### config.mk
export PLATFORM = sky130hd
export DESIGN_NAME = ts_rcv
export DESIGN_NICKNAME = d
export VERILOG_FILES = /design/src/rtl/ts_rcv.sv
export SDC_FILE = /design/constraint.sdc
export NUM_CORES = 1
export LEC_CHECK = 0
export CAP_MARGIN = 20
export CORE_MARGIN = 2
export CORE_UTILIZATION = 52
export CTS_CLUSTER_SIZE = 25
export DETAILED_ROUTE_END_ITERATION = 8
export GPL_ROUTABILITY_DRIVEN = 0
export MAX_ROUTING_LAYER = met4
export PLACE_DENSITY = 0.82
export SYNTH_ARGS = -nofsm -noshare
export SYNTH_HDL_FRONTEND = slang
export SYNTH_SLANG_ARGS = --single-unit
### constraint.sdc
create_clock -name clk -period 2.9 [get_ports clk]
set_input_delay 0.725 -clock clk [delete_from_list [all_inputs] [get_ports clk]]
set_output_delay 0.725 -clock clk [all_outputs]
set_load 0.1 [all_outputs]
### src/rtl/ts_rcv.sv
// Training-set receiver: validates incoming TS1/TS2 ordered sets and counts consecutive identical ones.
// Optional malformed-beat counter is enabled by defining TS_RCV_ERR_CNT_EN.
module ts_rcv #(
    parameter int RCV_TARGET = 8,
    parameter int CNT_W      = 8
) (
    input  logic             clk,
    input  logic             rst_n,
    input  logic [127:0]     ts_in,
    input  logic             ts_in_valid,
    output logic             ts_in_ready,
    input  logic             ts_clear,
    output logic             ts_clear_ack,
    output logic [1:0]       rx_ts_type,
    output logic [CNT_W-1:0] rx_ts_cnt,
    output logic             rx_ts_rcvd_enough,
    output logic [7:0]       rx_link_num,
    output logic [7:0]       rx_lane_num,
    output logic [5:0]       rx_rate,
    output logic             rx_err,
    output logic [15:0]      rx_err_cnt
);
    typedef enum logic [1:0] {IDLE, TRACK, LOCKED} state_t;

    localparam logic [CNT_W-1:0] TARGET  = CNT_W'(RCV_TARGET);
    localparam logic [CNT_W-1:0] CNT_MAX = '1;

    state_t           state_q, state_d;
    logic [119:0]     ref_q, ref_d;
    logic [CNT_W-1:0] cnt_q, cnt_d;
    logic [1:0]       type_q, type_d;
    logic             enough_q, enough_d;
    logic [7:0]       link_q, link_d, lane_q, lane_d;
    logic [5:0]       rate_q, rate_d;
    logic             err_q, err_d, ack_q, ack_d;
    logic             accept, tail_same, good;

    assign ts_in_ready = rst_n & ~ts_clear;
    assign accept      = ts_in_valid & ts_in_ready;

    // Symbols 6..15 occupy ts_in[79:0]; all must match symbol15.
    always_comb begin
        tail_same = 1'b1;
        for (int i = 1; i < 10; i++) begin
            if (ts_in[8*i +: 8] != ts_in[7:0]) tail_same = 1'b0;
        end
    end

    assign good = (ts_in[127:120] == 8'hBC) && tail_same &&
                  ((ts_in[7:0] == 8'h4A) || (ts_in[7:0] == 8'h45));

    always_comb begin
        state_d  = state_q;
        ref_d    = ref_q;
        cnt_d    = cnt_q;
        type_d   = type_q;
        enough_d = enough_q;
        link_d   = link_q;
        lane_d   = lane_q;
        rate_d   = rate_q;
        err_d    = 1'b0;
        ack_d    = 1'b0;
        if (ts_clear) begin
            state_d  = IDLE;
            ref_d    = '0;
            cnt_d    = '0;
            type_d   = 2'b00;
            enough_d = 1'b0;
            ack_d    = 1'b1;
        end else if (accept) begin
            if (!good) begin
                err_d   = 1'b1;
                cnt_d   = '0;
                type_d  = 2'b00;
                state_d = IDLE;
            end else if (state_q == IDLE || ts_in[119:0] != ref_q) begin
                ref_d   = ts_in[119:0];
                cnt_d   = {{(CNT_W-1){1'b0}}, 1'b1};
                type_d  = (ts_in[7:0] == 8'h4A) ? 2'b01 : 2'b10;
                link_d  = ts_in[119:112];
                lane_d  = ts_in[111:104];
                rate_d  = ts_in[93:88];
                state_d = TRACK;
            end else begin
                if (cnt_q != CNT_MAX) cnt_d = cnt_q + 1'b1;
            end
            // Lock as soon as the count reaches the target while tracking.
            if (good && state_d == TRACK && cnt_d >= TARGET) begin
                enough_d = 1'b1;
                state_d  = LOCKED;
            end
        end
    end

    always_ff @(posedge clk or negedge rst_n) begin
        if (!rst_n) begin
            state_q  <= IDLE;
            ref_q    <= '0;
            cnt_q    <= '0;
            type_q   <= 2'b00;
            enough_q <= 1'b0;
            link_q   <= 8'h00;
            lane_q   <= 8'h00;
            rate_q   <= 6'h00;
            err_q    <= 1'b0;
            ack_q    <= 1'b0;
        end else begin
            state_q  <= state_d;
            ref_q    <= ref_d;
            cnt_q    <= cnt_d;
            type_q   <= type_d;
            enough_q <= enough_d;
            link_q   <= link_d;
            lane_q   <= lane_d;
            rate_q   <= rate_d;
            err_q    <= err_d;
            ack_q    <= ack_d;
        end
    end

`ifdef TS_RCV_ERR_CNT_EN
    logic [15:0] err_cnt_q;
    // Survives ts_clear; only reset zeroes it.
    always_ff @(posedge clk or negedge rst_n) begin
        if (!rst_n) begin
            err_cnt_q <= 16'h0000;
        end else if (err_d && err_cnt_q != 16'hFFFF) begin
            err_cnt_q <= err_cnt_q + 16'h0001;
        end
    end
    assign rx_err_cnt = err_cnt_q;
`else
    assign rx_err_cnt = 16'h0000;
`endif

    assign ts_clear_ack      = ack_q;
    assign rx_ts_type        = type_q;
    assign rx_ts_cnt         = cnt_q;
    assign rx_ts_rcvd_enough = enough_q;
    assign rx_link_num       = link_q;
    assign rx_lane_num       = lane_q;
    assign rx_rate           = rate_q;
    assign rx_err            = err_q;
endmodule

Word-level counts from Yosys, hierarchy flattened
Cells that the tools add are included.
{"block": "totals", "regBits": 157, "latchBits": 0, "mem_bits_rw": 0, "rom_bits": 0, "inputBits": 132, "out_inout_bits": 52, "elab_cells": 85, "mem_count": 0}
{"block": "classes", "addsub": 1, "mul": 0, "div_mod_pow": 0, "n_lt_le_gt_ge": 1, "eq_ne": 16, "n_shift": 0, "n_mux": 39, "n_bitwise": 3, "reduce_logical": 15}
{"cell": "two-way mux 120 bit", "n": 4}
{"cell": "inequality test 120 bit", "n": 1}
{"cell": "inequality test 8 bit", "n": 9}
{"cell": "two-way mux 8 bit", "n": 7}
{"cell": "two-way mux 2 bit", "n": 12}
{"cell": "equality test 8 x 7 -> 1 bit, second input constant", "n": 2}
{"cell": "two-way mux 1 bit", "n": 16}
{"cell": "adder 8 x 1 -> 8 bit, second input constant", "n": 1}
{"cell": "equality test 8 bit, second input constant", "n": 1}
{"cell": ">= comparator 8 x 4 -> 1 bit, second input constant", "n": 1}
{"cell": "inequality test 8 bit, second input constant", "n": 1}
{"cell": "nonzero test 2 bit", "n": 4}
{"cell": "logical AND 1 bit", "n": 4}
{"cell": "AND reduction 2 bit", "n": 2}
{"cell": "AND reduction 4 bit", "n": 1}
{"cell": "inequality test 3 x 2 -> 1 bit, second input constant", "n": 1}
{"cell": "AND reduction 3 bit", "n": 1}
{"cell": "AND 1 bit", "n": 2}
{"cell": "equality test 2 x 1 -> 1 bit, second input constant", "n": 1}
{"cell": "zero test 2 bit", "n": 1}
{"cell": "logical OR 1 bit", "n": 2}
{"cell": "inverter 1 bit", "n": 1}

Logic depth before layout (Yosys ltp)
{"block": "logic_depth", "depth_word": 21, "mapped_depth": 12, "depth_no_buf": 8}

Least setup slack after synthesis
OpenSTA, ideal clock, no wires.
{"block": "synth_path", "kind": "input port to output port", "start": "input ts_clear", "end": "output ts_in_ready", "arrival_ns": 2.471, "required_time_ns": 2.175, "setup_slack_ns": -0.296, "stages": 3, "path_buffers": 2, "cell_sequence": "clkbuf_1 clkbuf_1 nor2b_1"}
{"block": "synth_between", "elab_chain_len": 2}
{"item": "start: declaration", "line_no": "12", "text": "input logic ts_clear,"}
{"item": "inverter 1 bit (no source line)"}
{"item": "AND 1 bit", "line_no": "38", "text": "assign ts_in_ready = rst_n & ~ts_clear;"}
{"item": "end: declaration", "line_no": "11", "text": "output logic ts_in_ready,"}
Every way passes these cells.

Worst setup path after layout
{"block": "layout_path", "start": "input ts_in[101]", "end": "register ref_q[81]"}
{"block": "layout_between", "elab_chain_len": 4}
{"item": "start: declaration", "line_no": "9", "text": "input logic [127:0] ts_in,"}
{"item": "inequality test 120 bit", "line_no": "76", "text": "end else if (state_q == IDLE || ts_in[119:0] != ref_q) begin"}
{"item": "logical OR 1 bit", "line_no": "76"}
{"item": "nonzero test 2 bit (no source line)"}
{"item": "AND reduction 3 bit (no source line)"}
{"item": "end signal: assignment", "line_no": "109", "text": "ref_q <= ref_d;"}
{"item": "end: declaration", "line_no": "29", "text": "logic [119:0] ref_q, ref_d;"}
Every way passes these cells.
A chain may end at the register's enable or synchronous reset.

==> run summary <==
The flow ran to the end, but the final reports show violations. The final reports fail on design-rule violations, negative setup slack. The combined buffer and inverter count along the critical path is 5. The number of distinct standard cells referenced by the synthesized netlist was 59; the biggest cell delay along the critical path was 800 ps.

The worst path needs 3670 ps of the cycle, external delays included. Power spread over the standard cell area amounts to 409.1 nW/um2. The total count of max-transition violations in the final report is 0, and the average wire per standard cell is 28.09 um. The critical path endpoint category is a flip-flop. For the critical path data required time, the log shows 3160 ps. The number of enable-type register cells in the synthesized netlist was 0; the number of placed instances, taps included was 1307.

For this run, design rule violations remaining after detail routing come to 34. The maximum operating frequency came out at 0.2725 GHz. Setup repair after global routing could not meet its margin everywhere.

Count of hold buffers inserted by post-cts repair: 0. Minimum setup slack in the final design: -770.1 ps. Clock-pin slew was measured on the worst setup and hold paths at 60 ps. The source-to-sink clock delay at the later pin of the worst-skew pair was 440 ps. The starting density of the core is 0.5339. The tool flagged a number of max-cap violations equal to 0. Flip-flop and latch count after synthesis: 157.

The routed via count is 9434. For this run, the post-layout net count is 1278. The layout cell share with drive strength beyond 1 was 0.3117. From synthesis to final layout, the design area changed by 53.14%. The tightest min-delay check is of the input port to async pin type.

Buffers inserted during clock tree synthesis total 17. STA puts the critical path data arrival time at 3930 ps. The kind of launch point of the worst setup path is an input port.

TritonCTS built the clock tree. For the number of I/O pins, the log shows 184. The run gives 8612 as the via count of the first global-routing pass. The kind of cell with the highest combined delay along the critical path is buffers and inverters.

The run gives 1375 as the non-filler instance count after layout. The cell sitting at the root of the clock tree is a sky130_fd_sc_hd__clkbuf_16. The aggregate global-route resource usage is 0.3680, and the wire length of the first global-routing pass is 47890 um.

The tools report the normalized max-slew margin as 0.4016. For this design the static power due to leakage is 6.356 nW. During placement, the flow inserted port buffers numbering 167. From bottom edge to top edge, the die measures 131.7 um. The run gives 38620 um as the final wirelength. The number of fill cells in the layout was 793; the area of the placeable core was 15890 um2.

The site row count is 46. The final number of hold-violating endpoints is 0, and the number of buffers on the longest clock path is 2. Pin count of the biggest net entering global routing: 104. The count of endpoints failing setup in the final report is 155, and the peak fanout along the critical path is 8.

Slowest stage cell on the critical path: sky130_fd_sc_hd__a2111oi_0. After global routing the overflow that remains totals 0. The area of the die came out at 17350 um2. The initial antenna violation count was 1. Synthesis produced 834 cells. Share of flip-flops with an asynchronous set or reset: 1.000. For this block, the initial DRC count from the detailed router was 1855. The placed wire-length estimate after detailed placement was 21360 um. At the pin with the least slew margin, the transition time is 897.6 ps. The share of synthesized area occupied by flip-flops and latches was 0.4633; the post-synthesis average cell area was 10.17 um2. VDD sags by at most 0.4248 mV. The post-detailed-route via-to-cell ratio was 6.861; the total number of yosys warnings was 0. The H-tree was split into 4 levels. The number of clock sinks is 157. The first detailed-routing pass took 9 iterations. For the post-route clock skew, the log shows 13.15 ps. The most used flip-flop cell after synthesis is sky130_fd_sc_hd__dfrtp_1.

After routing, the total negative slack on setup checks comes to -66480 ps. The logs give 0.8176 for the utilization after layout and 8481 um2 for the cell area after synthesis. The run gives 0 as the remaining antenna violation count after routing. The share of the cycle needed by the critical path after routing came out at 1.266.

Traced cell by cell, the critical path runs through clkdlybuf4s50_1, a2111oi_0, nand4bb_1, nor4_2, nand4_1, buf_6, buf_8, clkbuf_16, buf_4, nand3_1, o21ai_0. The critical path is of the input port to flip-flop type. The floorplan die width came out at 131.7 um.
layer usage:
| layer | vias to the layer above | track usage | share of wire |
|---|---|---|---|
| li1 | 3669 | - | - |
| met1 | 4468 | 0.4425 | 0.33 |
| met2 | 971 | 0.5512 | 0.44 |
| met3 | 326 | 0.1150 | 0.15 |
| met4 | 0 | 0.2065 | 0.085 |
| met5 | - | - | 0 |
area by class of cell:
type,count,area (um2),share of cell area
sequential,157,3929,0.3025
tap,216,270.3,0.02081
multi-input combinational,603,4770,0.3672
clock inverter,10,105.1,0.008092
inverter,26,100.1,0.007707
clock buffer,22,484.2,0.03728
timing repair buffer,340,3327,0.2562
antenna,1,2.502,0.0001927
layout by cell type, fill, tap and decap left out, drive strengths merged, types with 7 or more instances in the layout:
cell           count
a31o              14
inv               27
xnor2             10
conb              16
a21oi             11
nor3              21
a21o              21
or3                7
clkbuf            38
nor4              41
and3              13
dfrtp            157
nand3             36
xor2              82
nor2b             25
nand2b            19
o21ai             25
dlymetal6s2s      28
nand4             29
buf              199
clkdlybuf4s50     72
a22o              50
and2              29
o2111ai            8
dlygate4sd2       25
mux2              13
nor2              17
or4               14
nand2             39
Yosys cell counts (4+ instances only):
master | number | share of area
sky130_fd_sc_hd__inv_1 | 24 | 0.011
sky130_fd_sc_hd__and2_1 | 27 | 0.020
sky130_fd_sc_hd__a2111oi_0 | 4 | 0.0041
sky130_fd_sc_hd__o21ai_0 | 25 | 0.015
sky130_fd_sc_hd__a22o_1 | 50 | 0.052
sky130_fd_sc_hd__o2111ai_1 | 8 | 0.0083
sky130_fd_sc_hd__a21oi_1 | 10 | 0.0059
sky130_fd_sc_hd__xnor2_1 | 10 | 0.010
sky130_fd_sc_hd__nand2_1 | 39 | 0.017
sky130_fd_sc_hd__dfrtp_1 | 157 | 0.46
sky130_fd_sc_hd__or3_1 | 7 | 0.0052
sky130_fd_sc_hd__nor4b_1 | 5 | 0.0052
sky130_fd_sc_hd__or4_1 | 14 | 0.012
sky130_fd_sc_hd__mux2i_1 | 5 | 0.0059
sky130_fd_sc_hd__nor3_2 | 5 | 0.0059
sky130_fd_sc_hd__a21o_1 | 21 | 0.019
sky130_fd_sc_hd__buf_2 | 20 | 0.012
sky130_fd_sc_hd__nor2_1 | 17 | 0.0075
sky130_fd_sc_hd__a211o_1 | 4 | 0.0041
sky130_fd_sc_hd__nand4_1 | 29 | 0.021
sky130_fd_sc_hd__nand2b_1 | 19 | 0.014
sky130_fd_sc_hd__mux2_2 | 12 | 0.016
sky130_fd_sc_hd__clkbuf_1 | 25 | 0.011
sky130_fd_sc_hd__xor2_1 | 82 | 0.085
sky130_fd_sc_hd__and3_1 | 13 | 0.0096
sky130_fd_sc_hd__nor4_1 | 41 | 0.030
sky130_fd_sc_hd__nand3_1 | 36 | 0.021
sky130_fd_sc_hd__a22oi_1 | 5 | 0.0044
sky130_fd_sc_hd__buf_4 | 18 | 0.016
sky130_fd_sc_hd__o22ai_1 | 5 | 0.0037
sky130_fd_sc_hd__nor2b_1 | 25 | 0.018
sky130_fd_sc_hd__nor3_1 | 16 | 0.0094
sky130_fd_sc_hd__a31o_2 | 14 | 0.014
worst paths after layout:
check	startpoint	endpoint	slack [ps]	cells past startpoint
max	ts_in[101]	ref_q[81]	-770	11
min	rst_n	ref_q[13]	90	1
max reg2reg	ref_q[104]	ref_q[81]	-490	11
min reg2reg	rx_link_num[0]	rx_link_num[0]	480	1
max in group asynchronous	rst_n	ref_q[0]	1870	2
min in group clk	rx_link_num[0]	rx_link_num[0]	480	1
kinds of logic (layout without fill, tap and decap cells):
group	Yosys count	in the layout	share of synthesized area
and+or+nand+nor	307	309	0.2122
AOI/OAI and AO/OA	167	167	0.1515
DFF	157	157	0.4633
xor gates and xnor gates	92	92	0.09501
buffers and inverters	91	398	0.05297
muxes	18	18	0.02316
adders and majority gates	1	1	0.001475
other	1	17	0.0004422
flip-flops by register name (all words and copies together), names as in the netlist, 2 cells and up:
signal and flops:
ref_q 120, rx_lane_num 8, rx_link_num 8, rx_rate 6
rx_ts_cnt 8, rx_ts_type 2, state_q 2
power breakdown:
| part | total, mW | internal [mW] | switching [mW] |
|---|---|---|---|
| Combinational | 0.852 | 0.340 | 0.512 |
| Sequential | 2.19 | 2.19 | 0.000386 |
| Clock | 2.27 | 1.28 | 0.987 |
| Total | 5.31 | 3.81 | 1.50 |
repair_timing:
action / CTS / global route
pin swaps: 25 / 94
cloned: 2 / 15
buffers inserted: 7 / 11
endpoints found under the setup margin: 154 / 154
resized for setup: 72 / 134
per-stage QoR:
stage	total power, mW	hold slack, ps	setup slack [ps]	instance area (um2)
after CTS	5.184	84.59	-1.423	12050
after detailed placement	2.983	472.1	-870.5	11190
after floorplan	2.510	429.4	5.689	8539
after global placement	2.978	466.0	-893.8	11190
final	5.313	91.47	-770.1	12990
after global routing	5.405	80.92	-672.3	12990
Power figures use the tool's default switching activity.
